$ cat src/rtl/vis_sequencer_pkg.sv
// Shared definitions for the correlator run-control sequencer: state encoding
// and the accumulator block-count width helper.
package vis_sequencer_pkg;

  typedef enum logic [2:0] {
    ST_IDLE  = 3'd0,
    ST_CLEAR = 3'd1,
    ST_ARMED = 3'd2,
    ST_RUN   = 3'd3,
    ST_DRAIN = 3'd4,
    ST_ERROR = 3'd5
  } vis_state_t;

  // A block count must cover one more bit than the headroom above a partial sum.
  function automatic int cnt_width(input int accum, input int sbits);
    return accum - sbits + 1;
  endfunction

endpackage

$ cat src/rtl/vis_sequencer.sv
// Run-control FSM for the correlator datapath: owns the datapath reset, latches
// the block count, aligns start to the first buffered block and counts frames.
module vis_sequencer
  import vis_sequencer_pkg::*;
#(
  parameter int ACCUM  = 32,
  parameter int SBITS  = 7,
  parameter int FBITS  = 16,
  parameter int RSTCYC = 4,
  localparam int CNTW  = cnt_width(ACCUM, SBITS)
) (
  input  logic             clock,
  input  logic             areset_n,
  input  logic             cfg_start_i,
  input  logic             cfg_stop_i,
  input  logic             cfg_clear_i,
  input  logic [CNTW-1:0]  cfg_limit_i,
  input  logic [FBITS-1:0] cfg_frames_i,
  input  logic             buf_valid_i,
  input  logic             buf_first_i,
  input  logic             acc_valid_i,
  input  logic             acc_last_i,
  input  logic             acc_ready_i,
  output logic             vis_reset_o,
  output logic [CNTW-1:0]  count_o,
  output logic             busy_o,
  output logic             start_o,
  output logic             done_o,
  output logic             ovf_o,
  output logic [FBITS-1:0] frames_o
);

  localparam int CLRW = (RSTCYC > 1) ? $clog2(RSTCYC) : 1;

  vis_state_t       r_state, w_state_next;
  logic [CLRW-1:0]  r_clr_cnt, w_clr_next;
  logic [CNTW-1:0]  r_limit, w_limit_next;
  logic [FBITS-1:0] r_flim, w_flim_next;
  logic [FBITS-1:0] r_frames, w_frames_next;
  logic             r_start, w_start_next;
  logic             r_done, w_done_next;
  logic             r_ovf, w_ovf_next;
  logic             r_vis_reset, w_vis_reset_next;
  logic             r_busy, w_busy_next;

  logic             w_ovf_evt;
  logic             w_last;
  logic [FBITS-1:0] w_frames_inc;

  assign w_ovf_evt    = acc_valid_i & ~acc_ready_i;
  assign w_last       = acc_valid_i & acc_ready_i & acc_last_i;
  assign w_frames_inc = (r_frames == '1) ? r_frames : r_frames + 1'b1;

  always_ff @(posedge clock or negedge areset_n) begin
    if (!areset_n) begin
      r_state     <= ST_IDLE;
      r_clr_cnt   <= '0;
      r_limit     <= '0;
      r_flim      <= '0;
      r_frames    <= '0;
      r_start     <= 1'b0;
      r_done      <= 1'b0;
      r_ovf       <= 1'b0;
      r_vis_reset <= 1'b1;
      r_busy      <= 1'b0;
    end else begin
      r_state     <= w_state_next;
      r_clr_cnt   <= w_clr_next;
      r_limit     <= w_limit_next;
      r_flim      <= w_flim_next;
      r_frames    <= w_frames_next;
      r_start     <= w_start_next;
      r_done      <= w_done_next;
      r_ovf       <= w_ovf_next;
      r_vis_reset <= w_vis_reset_next;
      r_busy      <= w_busy_next;
    end
  end

  always_comb begin
    w_state_next  = r_state;
    w_clr_next    = r_clr_cnt;
    w_limit_next  = r_limit;
    w_flim_next   = r_flim;
    w_frames_next = r_frames;
    w_start_next  = 1'b0;
    w_done_next   = 1'b0;
    w_ovf_next    = r_ovf;
    case (r_state)
      ST_IDLE: begin
        if (cfg_start_i) begin
          w_limit_next  = (cfg_limit_i == '0) ? CNTW'(1) : cfg_limit_i;
          w_flim_next   = cfg_frames_i;
          w_frames_next = '0;
          w_clr_next    = CLRW'(RSTCYC - 1);
          w_state_next  = ST_CLEAR;
        end
      end
      ST_CLEAR: begin
        if (r_clr_cnt == '0) w_state_next = ST_ARMED;
        else                 w_clr_next   = r_clr_cnt - 1'b1;
      end
      // Overflow outranks every other event in the acquisition states.
      ST_ARMED: begin
        if (w_ovf_evt) begin
          w_ovf_next   = 1'b1;
          w_state_next = ST_ERROR;
        end else if (buf_valid_i && buf_first_i) begin
          w_start_next = 1'b1;
          w_state_next = ST_RUN;
        end else if (cfg_stop_i) begin
          w_state_next = ST_IDLE;
        end
      end
      ST_RUN: begin
        if (w_ovf_evt) begin
          w_ovf_next   = 1'b1;
          w_state_next = ST_ERROR;
        end else if (w_last) begin
          w_frames_next = w_frames_inc;
          // A stop arriving with a frame's last word needs no drain phase.
          if ((r_flim != '0 && w_frames_inc == r_flim) || cfg_stop_i) begin
            w_done_next  = 1'b1;
            w_state_next = ST_IDLE;
          end
        end else if (cfg_stop_i) begin
          w_state_next = ST_DRAIN;
        end
      end
      ST_DRAIN: begin
        if (w_ovf_evt) begin
          w_ovf_next   = 1'b1;
          w_state_next = ST_ERROR;
        end else if (w_last) begin
          w_frames_next = w_frames_inc;
          w_done_next   = 1'b1;
          w_state_next  = ST_IDLE;
        end
      end
      ST_ERROR: begin
        if (cfg_clear_i) begin
          w_ovf_next   = 1'b0;
          w_state_next = ST_IDLE;
        end
      end
      default: w_state_next = ST_IDLE;
    endcase
    w_vis_reset_next = (w_state_next == ST_IDLE) || (w_state_next == ST_CLEAR) ||
                       (w_state_next == ST_ERROR);
    w_busy_next      = (w_state_next != ST_IDLE) && (w_state_next != ST_ERROR);
  end

  assign vis_reset_o = r_vis_reset;
  assign count_o     = r_limit;
  assign busy_o      = r_busy;
  assign start_o     = r_start;
  assign done_o      = r_done;
  assign ovf_o       = r_ovf;
  assign frames_o    = r_frames;

endmodule

$ cat config.mk
export PLATFORM = sky130hd
export DESIGN_NAME = vis_sequencer
export DESIGN_NICKNAME = d
export VERILOG_FILES = /design/src/rtl/vis_sequencer_pkg.sv /design/src/rtl/vis_sequencer.sv
export SDC_FILE = /design/constraint.sdc
export NUM_CORES = 1
export LEC_CHECK = 0
export CORE_ASPECT_RATIO = 0.6
export CORE_MARGIN = 5
export CORE_UTILIZATION = 54
export CTS_CLUSTER_SIZE = 8
export DETAILED_ROUTE_END_ITERATION = 10
export PLACE_DENSITY = 0.87
export REMOVE_ABC_BUFFERS = 1
export SLEW_MARGIN = 5
export SYNTH_ARGS = -nofsm -noshare
export SYNTH_HDL_FRONTEND = slang
export SYNTH_SLANG_ARGS = --single-unit
$ cat constraint.sdc
create_clock -name clock -period 5.35 [get_ports clock]
set_input_delay 1.07 -clock clock [delete_from_list [all_inputs] [get_ports clock]]
set_output_delay 1.07 -clock clock [all_outputs]
set_load 0.01 [all_outputs]
==> results_dict.tcl <==
set metrics [dict create \
    fin_worst_skew_ps 5.16 \
    finalPower_w 0.00249 \
    fin_crit_ps 3670 \
    hold_buffers 0 \
    clkPwrFrac 0.239 \
    viasPerCell 6.17 \
    vdd_ir_drop_max_mv 0.282 \
    grt_start_max_net_pins 38 \
    synth_top_area_share 0.425 \
    crit_chain "ha_1, nand3_2, a2111oi_0, xnor2_1, nand2_1, or4_1, nor4_4, o21ai_2, or2_1" \
    cp_max_fo 9 \
    yosysTopAreaCell "dfrtp_1" \
    htreeDepth 3 \
    hp-class "reg -> reg" \
    finalCritPeriodShare 0.686 \
    rsz0062_at_grt "no" \
    rows 24 \
    worst_slew_pin_slew_ps 1010 \
    synthAdderAreaFrac 0.00634 \
    drv_cap 0 \
    grt_first_pass_wirelength_um 19300 \
    arrival_ps 3890 \
    grt.total_usage 0.268 \
    cts_inserted_buffers 9 \
    critPathKind "reg -> reg" \
    vias 3580 \
    required_ps 5570 \
    ys_seq_elements 68 \
    switchingPower_w 0.000858 \
    die_w_um 120 \
    cp_num_buf_inv 0 \
    initial_core_util 0.550 \
    tritoncts "yes" \
    power.internal_w 0.00163 \
    slew_headroom 0.312 \
    dieArea_mm2 0.00918 \
    synthDistinctLibCells 65 \
    place_congestion 0.986 \
    cts_resized 0 \
    slew_viol_final 0 \
    synthFlopType "dfrtp_1" \
    p_leak_nw 2.09 \
    powerDensity_mw_per_mm2 472 \
    synth.avg_cell_area_um2 10.0 \
    cp_slowest_cell "a2111oi_0" \
    antenna_found_initial 0 \
    hpwl_um 9010 \
    grt_pass1_vias 3424 \
    ys_warn_count 0 \
    crit_family "simple AND/OR/NAND/NOR gates" \
    synth-compound-area-share 0.112 \
    areaGrowthSynthToFinish_pct 33.6 \
    cts_root_buf "clkbuf_16" \
    hold-worst-slack_ps 495 \
    start_kind "register" \
    netlist_top_cells_count "67 x dfrtp_1, 42 x mux2_2, 34 x nor2_1" \
    wl_um 12100 \
    clk_pin_slew_ps 60 \
    dpl_cell_area_mm2 0.00497 \
    layout-drive-gt1-share 0.188 \
    clk_path_buf_depth 2 \
    io_buffers 98 \
    synth_cells 393 \
    finalHoldViolCount 0 \
    fmax_mhz 272 \
    outcome "finished clean" \
    synth-seq-area-share 0.431 \
    p_sw_frac 0.345 \
    pin_count 99 \
    antennaDiodeCount 0 \
    cts_setup_buffers 0 \
    drt_pass1_iterations 7 \
    muxShareOfSynthArea 0.133 \
    power_frac_comb 0.400 \
    power_frac_seq 0.361 \
    post-route-drc-count 0 \
    die_h_um 76.2 \
    synth_edf_count 0 \
    synth_top_family_by_area "simple AND/OR/NAND/NOR gates" \
    cts_sinks 68 \
    syn_area_mm2 0.00395 \
    core_mm2 0.00718 \
    wl_per_cell_um 20.9 \
    n_fill_cell 525 \
    synthSimpleGateAreaFrac 0.236 \
    clk_latency_ps 340 \
    drt_iter0_drc 483 \
    setup-violations-final 0 \
    nets 538 \
    synth.most_common_cell "dfrtp_1" \
    cp-end-kind "register" \
    design_area_mm2 0.00527 \
    synthArstFlopShare 1.00 \
    slowest_delay_ps 910 \
    synth_xor_area_frac 0.0444 \
    overflow 0 \
    ys_top_cells_by_area "dfrtp_1 42%, mux2_2 12%, nor2_1 3.2%, xnor2_1 3.1%, o21ai_0 3.0%" \
    ant_nets 0 \
]
[power groups by stage]
stage | clock network [W] | logic, W | registers, W
detailed placement | 0 | 0.000990 | 0.000901
global placement | 0 | 0.000964 | 0.000885
floorplan | 0 | 0.000528 | 0.000909
global route | 0.000627 | 0.00107 | 0.000924
CTS | 0.000605 | 0.000997 | 0.000896
finish | 0.000593 | 0.000996 | 0.000899
[cells by family (layout without fill, tap and decap cells)]
family,Yosys count,after routing
simple gates,155,155
compound gates,69,69
flops,68,68
mux,46,46
buf+inv,33,129
xor+xnor,20,20
fa+ha+maj,2,2
[path summary, 6_finish.rpt]
| path | from | to | slack (ps) | cells after the start |
|---|---|---|---|---|
| worst max-delay path | frames_o[0] | busy_o | 1680 | 9 |
| worst min-delay path | r_clr_cnt[0] | r_clr_cnt[0] | 490 | 1 |
| worst max register to register | frames_o[0] | busy_o | 1680 | 9 |
| worst min register to register | r_clr_cnt[0] | r_clr_cnt[0] | 490 | 1 |
| max in group asynchronous | areset_n | frames_o[11] | 3590 | 2 |
| min in group asynchronous | areset_n | count_o[25] | 820 | 1 |
[registers in the layout (all words and copies together) (netlist names), 2 cells and up]
signal,count
count_o,26
frames_o,16
r_flim,16
r_state,3
r_clr_cnt,2
[cell usage in the layout, fill, tap and decap left out, types with 5 or more instances in the layout]
cell | netlist | layout
a21oi_1 | 15 | 15
and4_1 | 6 | 6
buf_4 | 1 | 5
clkbuf_16 | 0 | 9
clkdlybuf4s50_1 | 0 | 97
dfrtp_1 | 67 | 67
inv_1 | 10 | 10
mux2_2 | 42 | 42
nand2_1 | 31 | 31
nand3_1 | 13 | 13
nand4_1 | 8 | 8
nor2_1 | 34 | 34
nor3_1 | 9 | 9
nor4_1 | 14 | 13
nor4_2 | 4 | 5
o21ai_0 | 24 | 24
xnor2_1 | 14 | 14
xor2_1 | 6 | 6
[per-layer routing]
layer  vias up  GRT usage  routed length (um)
met5         -          0                   0
met2       183      0.378                5280
met4         0     0.0588                 152
met1      1747      0.399                5370
met3        17     0.0898                1300
li1       1633          -                   -
[layout make-up]
type	count	area [um^2]	area share
inverters	10	37.5	0.00712
clock inverters	7	73.8	0.0140
clock buffers	9	225	0.0427
repair buffers	103	1010	0.192
well taps	91	114	0.0216
multi-input cells	292	2110	0.399
flip-flops and latches	68	1700	0.323
[stage by stage]
stage | setup WS (ps) | std cells | setup TNS, ps | util
2_1_floorplan | -1780 | 370 | -69180 | -
3_3_place_gp | 2000 | 564 | 0 | 0.693
3_5_place_dp | 1730 | 564 | 0 | 0.693
4_1_cts | 1720 | 580 | 0 | 0.735
5_1_grt | 1500 | 580 | 0 | 0.735
6_report | 1680 | 580 | 0 | 0.735
Note: power is estimated with default switching activity, not from simulation.
==> patch 1, RTL diff (config.mk and constraints unchanged) <==
Change the parameter `FBITS` from 16 to 32.
--- a/src/rtl/vis_sequencer.sv
+++ b/src/rtl/vis_sequencer.sv
@@ -7,3 +7,3 @@
   parameter int SBITS  = 7,
-  parameter int FBITS  = 16,
+  parameter int FBITS  = 32,
   parameter int RSTCYC = 4,
Interface: changed (resized cfg_frames_i and frames_o); port bits go from 99 to 131. No check against the original RTL was run, so the function may have changed too.
==> patch 1 against the unedited design <==
- first-iteration DRC count up 47%
- clock power rose by 5.6%
- synthesized cell count up 89%
- sequential cell count rose by 32
- utilization decreased by 4.6 points
- combinational power increased by 32%
- routed wire length up 60%
- highest routed layer unchanged
- worst setup slack got worse by 0.42 ns
- design area is 46% higher
- largest power group unchanged
- area after synthesis is 55% higher
- total power up 27%
- critical path type unchanged
==> patch 1: results (changes against the unedited design) <==
GRT:
- The met1 usage came to 41.54% (+1.6 points).
- The pin count of the biggest net entering global routing is 65 (+71%).
- The global-route wire length before repair is 31,360 µm (+63%).
- The global-route total usage across every layer is 28.71% (+1.9 points).
- The met3 usage in global routing is 9.389% (+0.41 points).
- The via count of the first global-routing pass is 5,975 (+75%).
- The global-route track usage on met2 is 41.62% (+3.8 points).

Synth:
- The post-synthesis cell count came to 744 (+89%).
- The adder-cell share of the synthesized area is 0.4096% (-0.22 points).
- The number of distinct library cells after synthesis was 74 (+14%).
- The commonest cells after synthesis are 222 x nand2_1, 99 x dfrtp_1, 47 x o21ai_0, 38 x nor2_1, 33 x xnor2_1.
- The total number of yosys warnings is 0 (unchanged).
- By area the synthesized netlist is led by dfrtp_1 41%, nand2_1 14%, xnor2_1 4.7%.
- The post-synthesis mux area share is 0.6553% (-13 points).
- The fraction of the yosys area taken by sequential cells is 40.98% (-2.2 points).
- The area fraction in compound gates after synthesis came to 15.26% (+4.1 points).
- The fraction of synthesized cell area in xor and xnor cells is 6.881% (+2.4 points).

Placed design:
- The number of buffers added on ports is 130 (+33%).
- The routability congestion estimate is 1.019 (+3.3%).
- The HPWL after detailed placement was 14,310 µm (+59%).
- The post-detailed-placement cell area came to 7421 µm² (+49%).
- The number of placed instances, taps included is 983 (+74%).
- The post-placement setup slack is 1.387 ns (-0.3476 ns).

Finish:
- The number of standard cells in the layout, taps in and fillers out is 999 (+72%).
- The share of post-route cells with drive strength above 1 is 6.433% (-12 points).
- The number of nets in the layout is 920 (+71%).

Detailed routing:
- The number of violations reported at the end of detailed-routing iteration 0 is 712 (+47%).
- The residual antenna-violating net count after detailed routing is 0 (unchanged).
- The number of detailed-route iterations in the first pass is 6 (-1).
- The final wirelength is 19,410 µm (+60%).
- The total vias in the final route is 6,119 (+71%).

Pwr:
- The maximum ir drop on the vdd rail came to 270.7 µV (-4.1%).
- The internal power is 1.906 mW (+17%).
- The cell leakage power is 3.305 nW (+58%).

STA:
- The final critical-path required period is 4.089 ns (+0.4188 ns).
- The worst-case hold slack is 0.4701 ns (-0.02444 ns).
- The relative max-transition margin was 34.94% (+3.7 points).
- The worst clock skew is 0.01280 ns (+0.007641 ns).

Run status:
- The flow ran to the end, and the final reports show no timing, DRC or antenna violations.

Worst setup path:
- The arrival time of the worst setup path is 4.30 ns (+0.41 ns).
- The register-to-register path setup slack is 1.26 ns (-0.42 ns).
- The critical-path maximum fanout is 13 (+4).
- The depth of the worst register-to-register path is 10 (+1).

Clocking:
- The number of buffers inserted to repair setup after CTS is 0 (unchanged).
-- patch 1: changes by cell type in the layout (fill, tap and decap cells not counted), sizes merged, moves of 7 or more --
| cell | delta |
|---|---|
| xor2 | +9 |
| o21ai | +23 |
| nand4 | +7 |
| mux2 | -42 |
| dfrtp | +32 |
| xnor2 | +19 |
| a31oi | +14 |
| clkdlybuf4s50 | +32 |
| nand3 | +17 |
| nand2 | +192 |
-- patch 1: routing by layer --
layer	up-vias	wire, µm
met5	-	0
met4	0	306
met3	35	2353
met2	356	8174
met1	2892	8576
li1	2836	-
-- patch 1: power groups by stage --
| stage | Combinational [mW] | Clock, mW | Sequential [mW] |
|---|---|---|---|
| 6_report | 1.31 | 0.626 | 1.23 |
| 3_3_place_gp | 1.25 | 0 | 1.22 |
| 2_1_floorplan | 0.739 | 0 | 1.22 |
| 3_5_place_dp | 1.29 | 0 | 1.23 |
| 4_1_cts | 1.30 | 0.635 | 1.22 |
| 5_1_grt | 1.45 | 0.667 | 1.26 |
-- patch 1: critical path: stages (launching register included) --
cell and delay (ns):
dfrtp_1 0.47, ha_1 0.44, and3_1 0.32, nand3_1 0.54
o311ai_2 0.64, nor2_1 0.25, xnor2_1 0.20, nor4b_1 0.34
nand4_1 0.22, a2111oi_1 0.42, a211oi_1 0.09
-- patch 1: cell type report --
cell class              count  area [µm²]
flip-flops and latches    100        2504
clock inverters             7       60.06
inverters                  12       45.04
clock buffers               9       225.2
multi-input cells         590        3341
repair buffers            137        1351
well taps                 144       180.2
fillers                   902        3480
-- patch 1: logic make-up after synthesis --
family / count (synthesis)
buffers and inverters: 54
adders and majority gates: 2
AOI/OAI and AO/OA: 137
xor gates and xnor gates: 48
DFF: 100
muxes: 4
and+or+nand+nor: 399
==> patch 2, RTL diff (same flow settings) <==
Without the edit above. Re-encode `vis_state_t` (6 states) as one-hot, 6 bits wide.
--- a/src/rtl/vis_sequencer_pkg.sv
+++ b/src/rtl/vis_sequencer_pkg.sv
@@ -4,9 +4,9 @@
 
-  typedef enum logic [2:0] {
-    ST_IDLE  = 3'd0,
-    ST_CLEAR = 3'd1,
-    ST_ARMED = 3'd2,
-    ST_RUN   = 3'd3,
-    ST_DRAIN = 3'd4,
-    ST_ERROR = 3'd5
+  typedef enum logic [5:0] {
+    ST_IDLE  = 6'b000001,
+    ST_CLEAR = 6'b000010,
+    ST_ARMED = 6'b000100,
+    ST_RUN   = 6'b001000,
+    ST_DRAIN = 6'b010000,
+    ST_ERROR = 6'b100000
   } vis_state_t;
Behaviour: no difference found for any inputs over 10 cycles, from zero or initial values and one cycle with areset_n low; not proved beyond that.
==> patch 2 against the unedited design <==
- total power down 4.5%
- first-iteration DRC count up 3.5%
- sequential cell count up 3
- routed wire length up 0.31%
- largest power group is now registers
- die area up 2.9%
- synthesized cell count up 25%
- design area up 2.4%
- area after synthesis up 3.3%
- critical path type unchanged
- worst setup slack better by 0.40 ns
==> patch 2: results (changes against the unedited design) <==
Run status:
- The run finished with clean final reports.

Pwr:
- The cell leakage power is 2.325 nW (+11%).

Worst setup path:
- The source of the critical timing path is frames_o[8].
- The delay of the slowest critical-path stage is 0.72 ns (-0.19 ns).
- The depth of the worst register-to-register path is 7 (-2).

Placed design:
- The post-placement setup slack came to 2.096 ns (+0.3615 ns).
- The HPWL after detailed placement is 8931 µm (-0.93%).
- The routability congestion estimate was 0.9786 (-0.78%).

Finish:
- The share of post-route cells with drive strength above 1 is 6.239% (-13 points).
- The number of nets in the layout came to 626 (+16%).

Detailed routing:
- The total vias in the final route is 4,011 (+12%).
- The final wirelength came to 12,140 µm (+0.31%).
- The per-cell routed wire length was 17.82 µm (-15%).
- The number of violations reported at the end of detailed-routing iteration 0 is 500 (+3.5%).

Synth:
- The fraction of the yosys area taken by sequential cells is 43.63% (+0.50 points).
- The post-synthesis mux area share is 0% (-13 points).
- The adder-cell share of the synthesized area was 0.6137% (-0.020 points).
- The post-synthesis cell count came to 492 (+25%).
- The fraction of synthesized cell area in xor and xnor cells is 5.370% (+0.93 points).
- The number of distinct library cells after synthesis is 58 (-11%).
- The area fraction in compound gates after synthesis was 13.16% (+2.0 points).
- Sorting the synthesized cells by area gives the leading types as dfrtp_1 42%, nand2_1 13%, xnor2_1 3.4%.
- Sorting the synthesized cells by how often they occur yields 142 x nand2_1, 69 x dfrtp_1, 29 x nor2_1, 23 x clkbuf_1, 21 x o21ai_0.

Min path:
- The worst hold path depth is 2 (+1).
- The worst hold path terminates at count_o[10].
- The start point of the worst min-delay path is count_o[10].

STA:
- The pin slew with the least headroom to its limit came to 0.9020 ns (-0.1034 ns).
- The worst clock skew came to 0.009033 ns (+0.003878 ns).
- The worst-case hold slack was 0.4736 ns (-0.02086 ns).
- The top achievable clock speed came to 305.6 MHz (+12%).

GRT:
- The met1 usage is 37.02% (-2.9 points).
- The met3 usage in global routing is 13.38% (+4.4 points).
- The global-route wire length before repair is 20,090 µm (+4.1%).
- The global-route total usage across every layer is 26.99% (+0.17 points).
- The pin count of the biggest net entering global routing is 72 (+89%).
- The global-route track usage on met2 is 38.22% (+0.39 points).
- The via count of the first global-routing pass is 3,942 (+15%).
-- patch 2: final cells by class --
type,count,area [µm²]
repair buffers,102,1006
multi-input cells,380,2125
fillers,536,1897
clock inverters,6,91.34
clock buffers,10,239.0
inverters,8,30.03
flip-flops and latches,71,1779
well taps,104,130.1
-- patch 2: metrics by stage --
step	utilization (%)	area [µm²]
after floorplan	-	3926
after global placement	69.48	5070
after detailed placement	69.48	5070
after CTS	74.01	5400
after global routing	74.01	5400
final	74.01	5400
-- patch 2: per-layer routing --
metal	up-vias	share of wire (%)
li1	1904	-
met1	1854	43
met2	237	41
met3	16	15
met4	0	1.2
met5	-	0
-- patch 2: power groups by stage --
stage / clock, mW / sequential (mW) / combinational [mW]
2_1_floorplan: 0 / 0.877 / 0.406
3_3_place_gp: 0 / 0.869 / 0.824
3_5_place_dp: 0 / 0.877 / 0.832
4_1_cts: 0.672 / 0.870 / 0.840
5_1_grt: 0.702 / 0.895 / 0.935
6_report: 0.663 / 0.876 / 0.835
